[config.mk]
export PLATFORM = sky130hd
export DESIGN_NAME = frame_writer
export DESIGN_NICKNAME = d
export VERILOG_FILES = /design/src/rtl/frame_writer.sv
export SDC_FILE = /design/constraint.sdc
export NUM_CORES = 2
export LEC_CHECK = 0
export CORE_UTILIZATION = 35
export DETAILED_ROUTE_END_ITERATION = 10
export HOLD_SLACK_MARGIN = 0.1
export PLACE_DENSITY = 0.57
export SLEW_MARGIN = 25
export SYNTH_ARGS = -nofsm -noshare
export SYNTH_HDL_FRONTEND = slang
export SYNTH_SLANG_ARGS = --single-unit
[constraint.sdc]
create_clock -name p_clk -period 34.1 [get_ports p_clk]
set_clock_uncertainty 0.15 [all_clocks]
set_input_delay 3.41 -clock p_clk [delete_from_list [all_inputs] [get_ports p_clk]]
set_output_delay 3.41 -clock p_clk [all_outputs]
set_load 0.05 [all_outputs]
[src/rtl/frame_writer.sv]
// Address assignment, FIFO buffering and DDR write-port issue for camera pixel words.
// frame_written pulses once all words of a frame have been handed to memory.

package frame_writer_pkg;
  localparam int unsigned ADDR_W = 25;
  localparam int unsigned DATA_W = 128;

  typedef struct packed {
    logic [ADDR_W-1:0] addr;
    logic [DATA_W-1:0] data;
  } wr_entry_t;
endpackage

module frame_writer
  import frame_writer_pkg::*;
#(
  parameter int unsigned       FIFO_DEPTH   = 16,
  parameter int unsigned       FRAME_WORDS  = 38400,
  parameter int unsigned       ADDR_STEP    = 4,
  parameter logic [ADDR_W-1:0] FRAME_STRIDE = 25'h25800,
  parameter int unsigned       NUM_SLOTS    = 6
) (
  input  logic              p_clk,
  input  logic              rst,
  input  logic              take_pic,
  input  logic [DATA_W-1:0] p_data,
  input  logic              data_valid,
  input  logic              frame_done,
  input  logic [2:0]        last_frame,
  output logic              wr_valid,
  input  logic              wr_ready,
  output logic [ADDR_W-1:0] wr_addr,
  output logic [DATA_W-1:0] wr_data,
  output logic              frame_written,
  output logic              overflow
);

  localparam int unsigned PTR_W = $clog2(FIFO_DEPTH);
  localparam int unsigned CNT_W = $clog2(FIFO_DEPTH + 1);
  localparam int unsigned IDX_W = $clog2(FRAME_WORDS + 1);

  typedef enum logic {
    IDLE,
    FRAME
  } state_t;

  state_t state, state_nxt;

  logic [2:0]       slot, slot_nxt;
  logic [IDX_W-1:0] word_idx, word_idx_nxt;

  wr_entry_t        mem [FIFO_DEPTH];
  logic [PTR_W-1:0] wptr, rptr;
  logic [CNT_W-1:0] count;

  logic [CNT_W-1:0] drain_cnt, drain_cnt_nxt;
  logic             drain_active, drain_active_nxt;
  logic             written_nxt, overflow_nxt;

  logic              valid_nxt;
  logic [ADDR_W-1:0] addr_nxt;
  logic [DATA_W-1:0] data_nxt;

  logic              flush_c;
  logic              pop_c, push_c, drop_c, full_c, load_c;
  logic [2:0]        slot_in_c, slot_sel_c;
  logic [IDX_W-1:0]  idx_sel_c;
  logic [ADDR_W-1:0] addr_c;
  logic [CNT_W-1:0]  avail_c, fill_c;
  logic [PTR_W-1:0]  rd_ptr_c;
  wr_entry_t         entry_c;

  assign flush_c = rst | take_pic;

  // Slot indices past the last slot fold onto it so addresses never leave the frame area.
  assign slot_in_c = (last_frame >= 3'(NUM_SLOTS)) ? 3'(NUM_SLOTS - 1) : last_frame;

  assign pop_c    = wr_valid & wr_ready;
  assign full_c   = (count == CNT_W'(FIFO_DEPTH));
  assign avail_c  = count - CNT_W'(pop_c);
  assign fill_c   = count - CNT_W'(pop_c) + CNT_W'(push_c);
  assign rd_ptr_c = pop_c ? rptr + PTR_W'(1) : rptr;
  assign load_c   = ~wr_valid | pop_c;
  assign addr_c   = ADDR_W'(slot_sel_c) * FRAME_STRIDE
                  + ADDR_W'(idx_sel_c) * ADDR_W'(ADDR_STEP);
  assign entry_c  = '{addr: addr_c, data: p_data};

  always_ff @(posedge p_clk) begin
    if (flush_c) begin
      state <= IDLE;
    end else begin
      state <= state_nxt;
    end
  end

  // Next state, address generation, drain tracking and output-stage selection.
  always_comb begin
    state_nxt        = state;
    slot_nxt         = slot;
    word_idx_nxt     = word_idx;
    slot_sel_c       = slot;
    idx_sel_c        = word_idx;
    push_c           = 1'b0;
    drop_c           = 1'b0;
    drain_cnt_nxt    = drain_cnt;
    drain_active_nxt = drain_active;
    written_nxt      = 1'b0;
    valid_nxt        = wr_valid;
    addr_nxt         = wr_addr;
    data_nxt         = wr_data;

    case (state)
      IDLE: begin
        if (data_valid) begin
          slot_sel_c = slot_in_c;
          idx_sel_c  = '0;
          slot_nxt   = slot_in_c;
          state_nxt  = FRAME;
        end
      end
      FRAME: ;
      default: state_nxt = IDLE;
    endcase

    // A word dropped on a full FIFO still consumes its index to keep later pixels aligned.
    if (data_valid) begin
      if (32'(idx_sel_c) >= FRAME_WORDS) begin
        drop_c = 1'b1;
      end else begin
        word_idx_nxt = idx_sel_c + IDX_W'(1);
        if (full_c && !pop_c) begin
          drop_c = 1'b1;
        end else begin
          push_c = 1'b1;
        end
      end
    end

    if (frame_done) begin
      state_nxt    = IDLE;
      word_idx_nxt = '0;
    end

    overflow_nxt = overflow | drop_c;

    // Drain counts only words already queued when the frame ended, including one pushed alongside.
    if (frame_done) begin
      if (drain_active) begin
        overflow_nxt = 1'b1;
      end
      drain_cnt_nxt    = fill_c;
      drain_active_nxt = (fill_c != '0);
      written_nxt      = (fill_c == '0);
    end else if (drain_active && pop_c) begin
      drain_cnt_nxt = drain_cnt - CNT_W'(1);
      if (drain_cnt == CNT_W'(1)) begin
        drain_active_nxt = 1'b0;
        written_nxt      = 1'b1;
      end
    end

    if (load_c) begin
      valid_nxt = (avail_c != '0);
      if (avail_c != '0) begin
        addr_nxt = mem[rd_ptr_c].addr;
        data_nxt = mem[rd_ptr_c].data;
      end
    end
  end

  always_ff @(posedge p_clk) begin
    if (push_c) begin
      mem[wptr] <= entry_c;
    end
  end

  always_ff @(posedge p_clk) begin
    if (flush_c) begin
      slot          <= '0;
      word_idx      <= '0;
      wptr          <= '0;
      rptr          <= '0;
      count         <= '0;
      drain_cnt     <= '0;
      drain_active  <= 1'b0;
      wr_valid      <= 1'b0;
      wr_addr       <= '0;
      wr_data       <= '0;
      frame_written <= 1'b0;
      overflow      <= 1'b0;
    end else begin
      slot          <= slot_nxt;
      word_idx      <= word_idx_nxt;
      wptr          <= wptr + PTR_W'(push_c);
      rptr          <= rptr + PTR_W'(pop_c);
      count         <= fill_c;
      drain_cnt     <= drain_cnt_nxt;
      drain_active  <= drain_active_nxt;
      wr_valid      <= valid_nxt;
      wr_addr       <= addr_nxt;
      wr_data       <= data_nxt;
      frame_written <= written_nxt;
      overflow      <= overflow_nxt;
    end
  end

endmodule

Yosys cells after proc, flatten, opt, wreduce, memory -nomap -nowiden:

Memory sizes are Yosys's and may differ from the RTL's. A register that Yosys moved wholly into a read port is not among the register bits.
Index checks and enable logic that the tools add are counted.

* output and inout port bits: 156
* register bits: 67
* memories kept: 1
* memory bits (writable): 2400

Memories
* mem: words 16, width 150, read ports 1, clocked after memory_dff 1, wr ports 1, line 52 `wr_entry_t mem [FIFO_DEPTH];`

* $mul: 1
* add/sub/neg operators: 8
* bitwise gates (word level): 6
* multiplexer cells: 26
* equal/unequal tests: 2
* reduce and logical (&&, ||, !) cells: 12
* order comparisons: 2

Operators with widths (number)
* $mux W16: 2
* $add A21 B18 Y22: 1
* $mux W1: 18
* $add A16 B1 Y16 const B: 1
* $ge A16 B16 Y1 const B: 1
* $mul A3 B7 Y10 const B: 1
* $mux W5: 2
* $reduce_bool A5 Y1: 2
* $mux W3: 3
* $add A4 B1 Y4: 2
* $reduce_and A2 Y1: 3
* $add A5 B1 Y5: 1
* $eq A5 B1 Y1 const B: 1
* $eq A5 B5 Y1 const B: 1
* $logic_not A5 Y1: 1
* $sub A5 B1 Y5: 1
* $sub A5 B1 Y5 const B: 1
* $add A4 B1 Y4 const B: 1
* $mux W4: 1
* $reduce_bool A2 Y1: 2
* $ge A3 B3 Y1 const B: 1
* $or A1 B1 Y1: 3
* $logic_and A1 B1 Y1: 2
* $not A1 Y1: 2
* other kinds (3): 3

Longest topological paths before layout:

* depth in word-level cells: 9
* depth in mapped cells: 17
* gate-level depth less buffers: 16

Least setup slack after synthesis:

OpenSTA, ideal clock, no wires.

* path kind: input port to flip-flop
* from: input port wr_ready
* to: memory mem[0][0] in the netlist's numbering (enable)
* setup time: 0.836 ns
* arrival: 14.546 ns
* setup slack: 18.568 ns
* stages on the path: 6
* cells stage by stage: nand2_1 > nand4_1 > nand2_1 > a31oi_1 > or3b_2 > nor3_1

* cells in the longest elaborated chain, start to end: 8

Ends and longest elaborated chain
* start, declared: line 31 `input logic wr_ready,`
* $and A1 B1 Y1: line 78 `assign pop_c = wr_valid & wr_ready;`
* $logic_not A1 Y1: line 131 `if (full_c && !pop_c) begin`
* $logic_and A1 B1 Y1: line 131
* $mux W1: line 131
* $mux W1: line 127 `if (32'(idx_sel_c) >= FRAME_WORDS) begin`
* $mux W1: line 126 `if (data_valid) begin`
* $mux W1: line 172 `if (push_c) begin`
* $mux W1 (not written as such): line 173 `mem[wptr] <= entry_c;`
* end, declared: line 52

Every way passes these cells.

Final worst setup path:

* from: input port wr_ready
* to: register wr_data[95], read port of mem

* cells in the longest elaborated chain, start to end: 4
* elaborated cells on any way between the ends: 6
* classes of those cells: add/sub (1); mux (1); bitwise (2); reduce/logical (2)

Ends and longest elaborated chain
* $and A1 B1 Y1 (*): line 78
* $sub A5 B1 Y5: line 80 `assign avail_c = count - CNT_W'(pop_c);`
* $reduce_bool A5 Y1: line 164 `if (avail_c != '0) begin`
* $reduce_and A2 Y1 (no source line)
* end, declared: line 33 `output logic [DATA_W-1:0] wr_data,`

Mark *: on every way between the ends. The rest lies on a longest branch, timed or not.
A chain may end at the register's enable or synchronous reset.

==> summary.md <==
| Metric | Value |
|---|---|
| Core ar. | `between 200,000 and 300,000 um2` |
| Ys Warns | `0` |
| Leakage | `36.04 nW` |
| #FFs+latches synth | `between 2k and 3k` |
| Post-DR vias/cell | `5.293` |
| TritonRoute pass-1 iters | `5` |
| EDFF count, synth | `2,368` |
| Primary FF master, synth | `edfxtp_1` |
| Worst Hold Class | `flop to flop` |
| Port-buffer cells | `~290` |
| Fillers | `24.38k` |
| Clock Tree Root | `clkbuf_16` |
| Cts repair resizes | `0` |
| I/O pin count | `293` |
| Num CTS Buffers | `276` |
| Largest net degree at the start of global routing | `161` |
| Period utilization | `24.25%` |
| Critical path startpoint category | `primary input` |
| Sequential-to-total area share from yosys stat | `between 70% and 80%` |
| Pre-CTS WS | `24.98 ns` |
| Critical path fanouts, max | `43` |
| Global placement routability congestion | `0.7548` |
| Crit path DAT | `8.78 ns` |
| H-tree depth | `5` |
| Gr ovfl total | `0` |
| Area growth, synth to finish | `16.45%` |
| CTS tree | `built` |
| Hold_buf cts | `0` |
| Initial DRC count | `about 5.4k` |
| Final ANT Viol Nets | `0` |
| Layout net count | `6,341` |
| Fin Setup TNS | `0 ns` |
| VDD IR-drop max | `33.53 uV` |
| DR vias | `between 50k and 60k` |
| Post-route worst setup slack | `25.83 ns` |
| # Max-Cap Violations | `0` |
| Post-route DRC violation count | `0` |
| Starting Density | `35.35%` |
| Clk_lat worst skew | `0.87 ns` |
| Power Dens Cells | `59.09 nW/um2` |
| # rows | `192` |
| Wire length per cell | `25.62 um` |
| Initial antenna violation count | `51` |
| Required @ worst endpoint | `34.61 ns` |
| Max Freq | `120.9 MHz` |
| Mapped Area | `97,060 um2` |
| Final setup violation count | `0` |
| Synth unique cells | `62` |
| Layout cells sized above 1 | `a little over an eighth` |
| Die height | `528.6 um` |
| Final hold violation count | `0` |
| Syn Area/Cell | `roughly 17 um2` |
| Relative slew slack | `24.50%` |
| Number of global-route vias before repair | `53.77k` |
| Drt total wl | `258.5 mm` |
| Chip width | `528.6 um` |
| Global-route wire length before repair | `around 370 mm` |
| Async set-reset flop share out of synthesis | `0%` |
| Clock sink count | `2,558` |
| HPWL Detailed | `127.5 mm` |
| Status | `complete, no violations` |
| Final Critical Period | `8.268 ns` |
| Total GRT Usage | `18.31%` |
| Post-CTS setup buffers | `0` |
| CP Class | `primary input to flop` |
| Die area | `between 200,000 and 300,000 um2` |
| Worst-Margin Slew | `~1.1 ns` |
| CTS Buffer Depth | `4` |
| Worst setup EP type | `flop` |
| Total power | `6.679 mW` |
| Slew Viols, Final | `0` |
| Cell count after synthesis | `5,841` |
| RSZ-0062 raised after global routing | `false` |
| Clock-pin slew on the worst setup and hold paths | `0.06 ns` |
[critical path, stage by stage]
cell and delay (ns):
clkdlybuf4s50_1 0.52, nand2_1 0.28, inv_1 0.20, ha_1 0.24
ha_1 0.23, xor2_1 0.22, nor4_2 0.32, a21oi_4 0.24
nand2_4 0.61, a21o_4 0.56, buf_4 0.79, buf_4 0.69
o221ai_1 0.22
[cell usage in the layout, fill, tap and decap left out, types with 29 or more instances in the layout]
master,instances
a21oi_1,29
a22oi_1,35
buf_4,89
clkbuf_1,69
clkbuf_16,282
clkdlybuf4s50_1,287
clkinv_1,39
clkinv_2,40
dfxtp_1,190
edfxtp_1,2368
inv_1,31
mux2i_1,120
mux4_2,310
nand2_1,1295
nand3_1,574
nand4_1,145
nor2_1,47
o221ai_1,120
[state kept, by name, summed over array words and instances (netlist names)]
register and flops:
state 1, drain_cnt 5, word_idx 16, mem 2368, wr_addr 20, overflow 1
wr_valid 1, drain_active 1, count 5, wptr 4, frame_written 1, rptr 4
slot 3, wr_data 128
[through the flow]
stage,instances,cell area [um2],hold slack (ns),util [%]
4_1_cts,10070,112900,0.3191,41.11
3_5_place_dp,9581,104200,0.2971,37.94
3_3_place_gp,9580,104100,0.2959,37.93
5_1_grt,10080,113000,0.3340,41.15
6_report,10090,113000,0.3192,41.16
2_1_floorplan,5845,97070,0.2925,-
[cell families (layout without fill, tap and decap cells)]
family	after synthesis	count (layout)	synth area share, %
AND/OR/NAND/NOR	2145	2145	9.620
XOR/XNOR	37	37	0.3416
AO/OA/AOI/OAI	269	269	2.296
multiplexers	431	431	8.447
adder cells (fa/ha/maj)	28	28	0.3764
other	1	25	0.003864
flip-flops	2558	2558	77.18
buffers and inverters	372	911	1.731
[where the power goes]
group / switching [mW] / internal, mW / total [mW]
registers: 0.0229 / 3.46 / 3.48
clock network: 1.20 / 1.69 / 2.90
logic: 0.200 / 0.100 / 0.300
total: 1.43 / 5.25 / 6.68
[synth_stat cells (all sizes together) (6+ instances only)]
master  instances  area [um2]
a31oi           9       56.30
o21ai          20       100.1
edfxtp       2368       71110
a22oi          35       262.8
nor2           63       241.5
inv            31       116.4
a211oi          8       60.06
dfxtp         190        3804
nand2        1296        4872
mux4          310        6982
and2           23       143.9
and3            6       37.54
nor3           10       50.05
nand3         574        2873
xnor2          25       226.5
a21oi          30       161.4
buf           166       907.1
nor2b           7       43.79
ha             26       325.3
o221ai        142        1381
nand4         146       919.6
mux2i         120        1201
clkbuf        175       656.9
xor2           12       105.1
[layer usage]
metal / vias up / track usage (%) / routed length [um]
li1: 23170 / - / -
met1: 27870 / 25.67 / 111800
met2: 1921 / 28.80 / 120500
met3: 413 / 3.536 / 18780
met4: 34 / 5.513 / 7209
met5: - / 0 / 207
[cell type report]
type | instances | area (um2) | area share (%)
multi-input combinational | 2915 | 20730 | 18.35
clock buffer | 366 | 7522 | 6.655
inverter | 31 | 116.4 | 0.1030
tap | 3686 | 4612 | 4.081
clock inverter | 120 | 1170 | 1.035
timing repair buffer | 394 | 3906 | 3.456
sequential | 2558 | 74910 | 66.28
antenna | 20 | 50.05 | 0.04428
[final timing paths]
| path | startpoint | to | slack [ns] | depth (start not counted) |
|---|---|---|---|---|
| max | wr_ready | wr_data[95] | 25.83 | 13 |
| min | wr_data[92] | wr_data[92] | 0.32 | 2 |
| max reg2reg | wr_valid | wr_data[95] | 28.56 | 12 |
| min reg2reg | wr_data[92] | wr_data[92] | 0.32 | 2 |
No activity file was read; power rests on OpenSTA's default activity.
